$ cat src/rtl/bcd_event_counter_if.sv
// Control and display bundle between the user-input front end and bcd_event_counter.
`timescale 1ns/1ps
interface bcd_event_counter_if #(
  parameter int unsigned DIGITS = 2,
  parameter int unsigned BIN_W  = 8
) ();
  localparam int unsigned BCD_W = 4 * DIGITS;
  localparam int unsigned HEX_W = 7 * DIGITS;

  logic             clear;
  logic             enable;
  logic             down;
  logic             event_in;
  logic [BCD_W-1:0] bcd;
  logic [BIN_W-1:0] count;
  logic [HEX_W-1:0] hex;
  logic             limit;

  modport master (
    output clear, enable, down, event_in,
    input  bcd, count, hex, limit
  );

  modport slave (
    input  clear, enable, down, event_in,
    output bcd, count, hex, limit
  );
endinterface

$ cat src/rtl/bcd_event_counter.sv
// Up/down BCD event counter with binary shadow count and per-digit active-low HEX drive.
// Define LEADING_ZERO_BLANK_EN to blank leading zero digits on the display.
`timescale 1ns/1ps
module bcd_event_counter #(
  parameter int unsigned DIGITS   = 2,
  parameter int unsigned BIN_W    = 8,
  parameter bit          SATURATE = 1'b0
) (
  input logic             clk,
  input logic             reset,
  bcd_event_counter_if.slave bus
);
  localparam int unsigned BCD_W = 4 * DIGITS;
  localparam int unsigned HEX_W = 7 * DIGITS;

  logic             prev;
  logic [BCD_W-1:0] bcd_q;
  logic [BIN_W-1:0] count_q;
  logic             limit_q;

  logic             step_c;
  logic [BCD_W-1:0] bcd_step_c;
  logic             at_max_c;
  logic             at_min_c;
  logic             at_limit_c;
  logic             hold_c;
  logic [HEX_W-1:0] hex_c;

  function automatic logic [6:0] seg7(input logic [3:0] nib);
    case (nib)
      4'd0:    seg7 = 7'b1000000;
      4'd1:    seg7 = 7'b1111001;
      4'd2:    seg7 = 7'b0100100;
      4'd3:    seg7 = 7'b0110000;
      4'd4:    seg7 = 7'b0011001;
      4'd5:    seg7 = 7'b0010010;
      4'd6:    seg7 = 7'b0000010;
      4'd7:    seg7 = 7'b1111000;
      4'd8:    seg7 = 7'b0000000;
      4'd9:    seg7 = 7'b0010000;
      default: seg7 = 7'b1111111;
    endcase
  endfunction

  assign step_c = bus.event_in & ~prev & bus.enable;

  // Ripple carry/borrow across digits; a full ripple naturally yields the wrap value.
  always_comb begin : ripple
    logic carry;
    bcd_step_c = bcd_q;
    at_max_c   = 1'b1;
    at_min_c   = 1'b1;
    carry      = 1'b1;
    for (int i = 0; i < int'(DIGITS); i++) begin
      if (bcd_q[4*i +: 4] != 4'd9) at_max_c = 1'b0;
      if (bcd_q[4*i +: 4] != 4'd0) at_min_c = 1'b0;
      if (carry) begin
        if (bus.down) begin
          if (bcd_q[4*i +: 4] == 4'd0) begin
            bcd_step_c[4*i +: 4] = 4'd9;
          end else begin
            bcd_step_c[4*i +: 4] = bcd_q[4*i +: 4] - 4'd1;
            carry = 1'b0;
          end
        end else begin
          if (bcd_q[4*i +: 4] == 4'd9) begin
            bcd_step_c[4*i +: 4] = 4'd0;
          end else begin
            bcd_step_c[4*i +: 4] = bcd_q[4*i +: 4] + 4'd1;
            carry = 1'b0;
          end
        end
      end
    end
  end

  assign at_limit_c = bus.down ? at_min_c : at_max_c;
  assign hold_c     = SATURATE & at_limit_c;

  // Clear beats step; prev always tracks event_in so an edge during clear is dropped.
  always_ff @(posedge clk or posedge reset) begin
    if (reset) begin
      prev    <= 1'b0;
      bcd_q   <= '0;
      count_q <= '0;
      limit_q <= 1'b0;
    end else begin
      prev    <= bus.event_in;
      limit_q <= 1'b0;
      if (bus.clear) begin
        bcd_q   <= '0;
        count_q <= '0;
      end else if (step_c) begin
        limit_q <= at_limit_c;
        if (!hold_c) begin
          bcd_q   <= bcd_step_c;
          count_q <= bus.down ? count_q - BIN_W'(1) : count_q + BIN_W'(1);
        end
      end
    end
  end

  // Display decode, scanning from the most significant digit for leading zeros.
  always_comb begin : decode
`ifdef LEADING_ZERO_BLANK_EN
    logic lead;
    lead = 1'b1;
`endif
    hex_c = '1;
    for (int i = int'(DIGITS) - 1; i >= 0; i--) begin
      hex_c[7*i +: 7] = seg7(bcd_q[4*i +: 4]);
`ifdef LEADING_ZERO_BLANK_EN
      lead = lead & (bcd_q[4*i +: 4] == 4'd0);
      if (lead && (i != 0)) hex_c[7*i +: 7] = 7'b1111111;
`endif
    end
  end

  assign bus.bcd   = bcd_q;
  assign bus.count = count_q;
  assign bus.limit = limit_q;
  assign bus.hex   = hex_c;
endmodule

$ cat src/flat_wrapper.sv
// flat-port wrapper written by rule: the top's interface ports become plain ports
module bcd_event_counter_flat 
#(
  parameter int unsigned DIGITS   = 2,
  parameter int unsigned BIN_W    = 8,
  parameter bit          SATURATE = 1'b0
)
  (clk, reset, bus_clear, bus_enable, bus_down, bus_event_in, bus_bcd, bus_count, bus_hex, bus_limit);
  bcd_event_counter_if #(.DIGITS(DIGITS), .BIN_W(BIN_W)) bus_i ();
  input logic clk;
  input logic reset;
  input wire logic [$bits(bus_i.clear)-1:0] bus_clear;
  input wire logic [$bits(bus_i.enable)-1:0] bus_enable;
  input wire logic [$bits(bus_i.down)-1:0] bus_down;
  input wire logic [$bits(bus_i.event_in)-1:0] bus_event_in;
  output wire logic [$bits(bus_i.bcd)-1:0] bus_bcd;
  output wire logic [$bits(bus_i.count)-1:0] bus_count;
  output wire logic [$bits(bus_i.hex)-1:0] bus_hex;
  output wire logic [$bits(bus_i.limit)-1:0] bus_limit;
  assign bus_i.clear = bus_clear;
  assign bus_i.enable = bus_enable;
  assign bus_i.down = bus_down;
  assign bus_i.event_in = bus_event_in;
  assign bus_bcd = bus_i.bcd;
  assign bus_count = bus_i.count;
  assign bus_hex = bus_i.hex;
  assign bus_limit = bus_i.limit;
  bcd_event_counter #(.DIGITS(DIGITS), .BIN_W(BIN_W), .SATURATE(SATURATE)) u_core (.clk(clk), .reset(reset), .bus(bus_i));
endmodule
$ cat config.mk
export PLATFORM = sky130hd
export DESIGN_NAME = bcd_event_counter_flat
export DESIGN_NICKNAME = d
export VERILOG_FILES = /design/src/rtl/bcd_event_counter_if.sv /design/src/rtl/bcd_event_counter.sv /design/src/flat_wrapper.sv
export SDC_FILE = /design/constraint.sdc
export NUM_CORES = 1
export LEC_CHECK = 0
export CAP_MARGIN = 0
export CORE_MARGIN = 5
export CORE_UTILIZATION = 35
export CTS_CLUSTER_DIAMETER = 100
export CTS_CLUSTER_SIZE = 12
export DETAILED_ROUTE_END_ITERATION = 8
export GPL_ROUTABILITY_DRIVEN = 0
export PLACE_DENSITY_LB_ADDON = 0.08
export RECOVER_POWER = 100
export REMOVE_ABC_BUFFERS = 1
export SYNTH_ARGS = -nofsm -noshare
export SYNTH_HDL_FRONTEND = slang
export SYNTH_SLANG_ARGS = --single-unit
$ cat constraint.sdc
create_clock -name clk -period 2.34 [get_ports clk]
set_clock_uncertainty 0.1 [all_clocks]
set_input_delay 0.234 -clock clk [delete_from_list [all_inputs] [get_ports clk]]
set_output_delay 0.234 -clock clk [all_outputs]
set_load 0.02 [all_outputs]
Word level (Yosys, flattened, before mapping). Memories as Yosys holds them, arrays and structs flattened. Cells that the tools add are included.

$add $sub $neg: 6. Eq/ne operators: 4. Mux-type cells: 22. Bitwise logic cells: 3. Reduce and logical (&&, ||, !) cells: 7.

Operators with widths (count): two-way mux 8 bit (5); two-way mux 4 bit (7); two-way mux 1 bit (10); adder 4 x 1 -> 4 bit (second input constant) (2); adder 8 x 1 -> 8 bit (second input constant) (1); == test 4 bit (second input constant) (2); logical NOT 4 bit (2); != test 4 bit (second input constant) (2); nonzero test 4 bit (2); subtractor 4 x 1 -> 4 bit (second input constant) (2); subtractor 8 x 1 -> 8 bit (second input constant) (1); nonzero test 2 bit (2); AND 1 bit (2); AND reduction 2 bit (1); inverter 1 bit (1).

Flip-flop bits (word level): 18. Memory bits (read-only): 224. Bits of input ports: 6. Output and inout port bits: 31. Word-level logic and storage cells: 49. Memories kept: 2.

Memory list: (name not given) (words 16, bits a word 7, read ports 1, clocked after Yosys merged registers in 0, wr ports 0, RTL line bcd_event_counter.sv:30) `case (nib)`; (name not given) (words 16, bits a word 7, read ports 1, clocked after Yosys merged registers in 0, wr ports 0, RTL line bcd_event_counter.sv:30).

Longest topological paths before layout.
Depth after elaboration: 6. Gate-level depth with buffers: 8.

Worst setup path before layout. No wires, ideal clock.

Path kind: register -> register. From: register u_core.count_q[2], in the netlist u_core.bus.count[2]. To: register u_core.count_q[7], in the netlist u_core.bus.count[7]. Arrival time: 1737 ps. Required time: 2112 ps. Slack: 375 ps. Cell stages (with the launch flop): 7. Period minus slack after synthesis: 1965 ps. Cells stage by stage: dfrtp_1 -> ha_1 -> nand3_1 -> a211oi_2 -> nor3_1 -> nor3_2 -> mux2_1.

Longest elaborated chain between the ends: 4.

RTL lines: start: declaration (RTL line bcd_event_counter.sv:18) `logic [BIN_W-1:0] count_q;`; start signal: assignment (RTL line bcd_event_counter.sv:97) `count_q <= bus.down ? count_q - BIN_W'(1) : count_q + BIN_W'(1);`; adder 8 x 1 -> 8 bit or subtractor 8 x 1 -> 8 bit (tied branches) (RTL line bcd_event_counter.sv:97); two-way mux 8 bit (*) (RTL line bcd_event_counter.sv:97); two-way mux 8 bit (*) (RTL line bcd_event_counter.sv:93) `end else if (step_c) begin`; two-way mux 8 bit (*) (RTL line bcd_event_counter.sv:90) `if (bus.clear) begin`.

Every way passes the cells marked *; elsewhere a longest branch is shown, timed or not. The select of a mux whose other input is x is not followed. A chain may end at the register's enable or synchronous reset.

Final worst setup path.
From: register u_core.bcd_q[4], in the netlist u_core.bus.bcd[4]. To: output bus_hex[9].

Longest elaborated chain between the ends: 1.

RTL lines: start: declaration (RTL line bcd_event_counter.sv:17) `logic [BCD_W-1:0] bcd_q;`; start signal: assignment (RTL line bcd_event_counter.sv:96) `bcd_q <= bcd_step_c;`; memory read (16 x 7 bit); end: declaration (RTL line flat_wrapper.sv:18) `output wire logic [$bits(bus_i.hex)-1:0] bus_hex;`.

No other way between the ends.

==> flow_summary.json <==
{
  "core_area_um2": 4660,
  "combPwrFrac_pct": 33.5,
  "cpMostUsedCell": "a21oi_1",
  "cp.arrival_ns": 1.88,
  "crit_type": "reg2out",
  "antenna_cells": 0,
  "synthTopCellsByArea": "dfrtp_1 (27%), ha_1 (12%), a21oi_1 (6.6%), nand2_1 (5.4%), nor2_1 (5.0%)",
  "cts_tree": "yes",
  "path_cells": "inv_1, ha_1, a21oi_1, a21oi_1, clkdlybuf4s50_1",
  "grt_max_degree": 19,
  "rows": 25,
  "numClockSinks": 18,
  "ant_nets": 0,
  "io-pin-count": 37,
  "status": "finished, final reports clean",
  "track_usage_pct": 14.9,
  "power_per_cell_area_nw_per_um2": 407,
  "hold_violations": 0,
  "overflow": 0,
  "hold_ws_ns": 0.434,
  "start_kind": "register",
  "cts_inserted_buffers": 3,
  "first_global_vias": 1558,
  "cts_root_buf": "clkbuf_8",
  "avgSynthCellArea_um2": 8.12,
  "ys_seq_elements": 18,
  "synthFlopType": "dfrtp_1",
  "netlist_instances": 205,
  "clkPwrFrac_pct": 28.6,
  "rsz0062_at_grt": "no",
  "p_sw_share_pct": 32.5,
  "nets": 278,
  "cp-end-kind": "output pin",
  "syn2layout_area_growth_pct": 32.9,
  "io_buffers": 36,
  "p_switching_uw": 292,
  "synth_top_cell_by_area": "dfrtp_1",
  "grt_antenna_before_repair": 0,
  "fmax_mhz": 452,
  "clock_path_buffers": 2,
  "drive_gt1_share_pct": 15.4,
  "die_h_um": 79.0,
  "hpwl_mm": 3.39,
  "wl_per_cell_um": 14.3,
  "fin_util_pct": 47.4,
  "dieArea_um2": 6230,
  "wirelength_mm": 4.40,
  "grt_pass1_wl_mm": 7.60,
  "first_pass_iters": 4,
  "htree_levels": 1,
  "maxCapViolCount": 0,
  "synth-seq-area-share_pct": 27.1,
  "synth.distinct_cells": 44,
  "clk_pin_slew_worst_paths_ns": 0.07,
  "hold_class": "in2async",
  "synth.cell_area_um2": 1660,
  "seq_power_share_pct": 37.8,
  "holdBufCountCts": 0,
  "clk_latency_ns": 0.25,
  "synth-async-reset-ratio_pct": 100,
  "setup_viol": 0,
  "vias_per_cell": 5.21,
  "synth_edf_count": 0,
  "ir_worst_vdd_mv": 0.179,
  "initial_core_util_pct": 35.7,
  "critPathSlowestCell": "clkdlybuf4s50_1",
  "cp.required_ns": 2.01,
  "post-route-period-util_pct": 94.4,
  "p_int_uw": 607,
  "drc": 0,
  "tightestPinTransition_ns": 0.728,
  "die_w_um": 79.0,
  "post_cts_buffers": 0,
  "critPathMaxStageDelay_ns": 0.62,
  "leakagePower_nw": 1.06,
  "yosys_warnings": 0,
  "cp_max_fo": 8,
  "initialDrtViolationCount": 91,
  "synth.top_cell.area_share_pct": 27.1,
  "finalMaxSlewViolations": 0,
  "min_period_ns": 2.21,
  "slew_headroom_pct": 51.4,
  "vias": 1606
}
==> cells in the mapped netlist (5+ instances only) <==
master,n
nor3_1,5
dfrtp_1,18
nand2_1,24
ha_1,16
nor2_1,22
o211ai_1,5
o21ai_1,12
nand2b_1,6
a21oi_1,22
xnor2_1,5
inv_2,5
buf_2,6
==> worst max-delay path: cells and delay by family (launching register included) <==
family	cells	cell delay (ns)
adders and majority gates	1	0.19
DFF	1	0.46
buffers and inverters	2	0.76
AOI/OAI and AO/OA	2	0.21
==> cell usage in the layout (no fill, tap or decap), types with 4 or more instances in the layout <==
cell / synthesis / layout
a21oi_1: 22 / 23
nor3_1: 5 / 5
dlygate4sd3_1: 0 / 18
clkbuf_8: 0 / 4
ha_1: 16 / 15
o21ai_0: 3 / 6
xnor2_1: 5 / 5
nor2_1: 22 / 22
inv_2: 5 / 5
dfrtp_1: 18 / 16
clkdlybuf4s50_1: 0 / 9
o211ai_1: 5 / 5
dlygate4sd2_1: 0 / 5
buf_4: 0 / 17
nand3b_1: 3 / 4
nand2b_1: 6 / 6
nand2_1: 24 / 24
inv_1: 4 / 4
o21ai_1: 12 / 11
==> layer usage <==
metal  GRT usage [%]  part of all wire, %
met1            19.7                   47
met2            25.6                   48
met3            2.38                  4.2
met4            3.09                 0.45
met5               0                    0
==> state kept, by name, summed over array words and instances, names as in the netlist <==
name / count
u_core.prev: 1
u_core.bus.count: 8
u_core.bus.limit: 1
u_core.bus.bcd: 8
==> power by group through the flow <==
stage | combinational [mW] | clock [mW] | sequential (mW)
2_1_floorplan | 0.159 | 0 | 0.361
3_3_place_gp | 0.323 | 0 | 0.347
3_5_place_dp | 0.323 | 0 | 0.346
4_1_cts | 0.318 | 0.272 | 0.341
5_1_grt | 0.335 | 0.282 | 0.343
6_report | 0.302 | 0.257 | 0.340
==> area by class of cell <==
type                    instances  area, um2
inverters                       9       33.8
clock buffers                   4       55.1
multi-input cells             166       1090
well taps                      54       67.6
repair buffers                 57        510
flip-flops and latches         18        453
fillers                       478       2450
==> worst paths after layout <==
path	from	end	slack, ns	depth (start not counted)
max	u_core.bus.bcd[4]	bus_hex[9]	0.13	5
max reg2reg	u_core.bus.bcd[0]	u_core.bus.bcd[4]	0.20	7
min reg2reg	u_core.bus.count[5]	u_core.bus.count[5]	0.46	2
max in group asynchronous	reset	u_core.bus.bcd[4]	1.20	2
min	reset	u_core.bus.count[4]	0.43	2
min in group clk	u_core.bus.count[5]	u_core.bus.count[5]	0.46	2
==> cells by family (layout without fill, tap and decap cells) <==
family | count (synthesis) | count (layout) | synth area share (%)
AO/OA/AOI/OAI | 67 | 67 | 26.7
flip-flops | 18 | 18 | 27.1
AND/OR/NAND/NOR | 73 | 73 | 22.0
XOR/XNOR | 8 | 8 | 4.21
buffers and inverters | 21 | 70 | 6.09
adder cells (fa/ha/maj) | 17 | 17 | 13.2
multiplexers | 1 | 1 | 0.677
==> what timing repair did <==
item	CTS	global route
endpoints found under the setup margin	8	6
gates resized for setup	6	8
endpoints found under the hold margin	0	0
pin swaps	0	0
==> metrics by stage <==
stage                     std cells  total power, mW  area [um2]  TNS (ns)  setup WS, ns
final                           308            0.899        2210         0         0.130
after global placement          304            0.669        2190         0        0.0166
after CTS                       308            0.931        2240         0       0.00699
after global routing            308            0.960        2210         0        0.0146
after detailed placement        304            0.670        2190   -0.0459       -0.0459
after floorplan                 193            0.520        1600         0         0.318
Note: power is estimated with default switching activity, not from simulation.
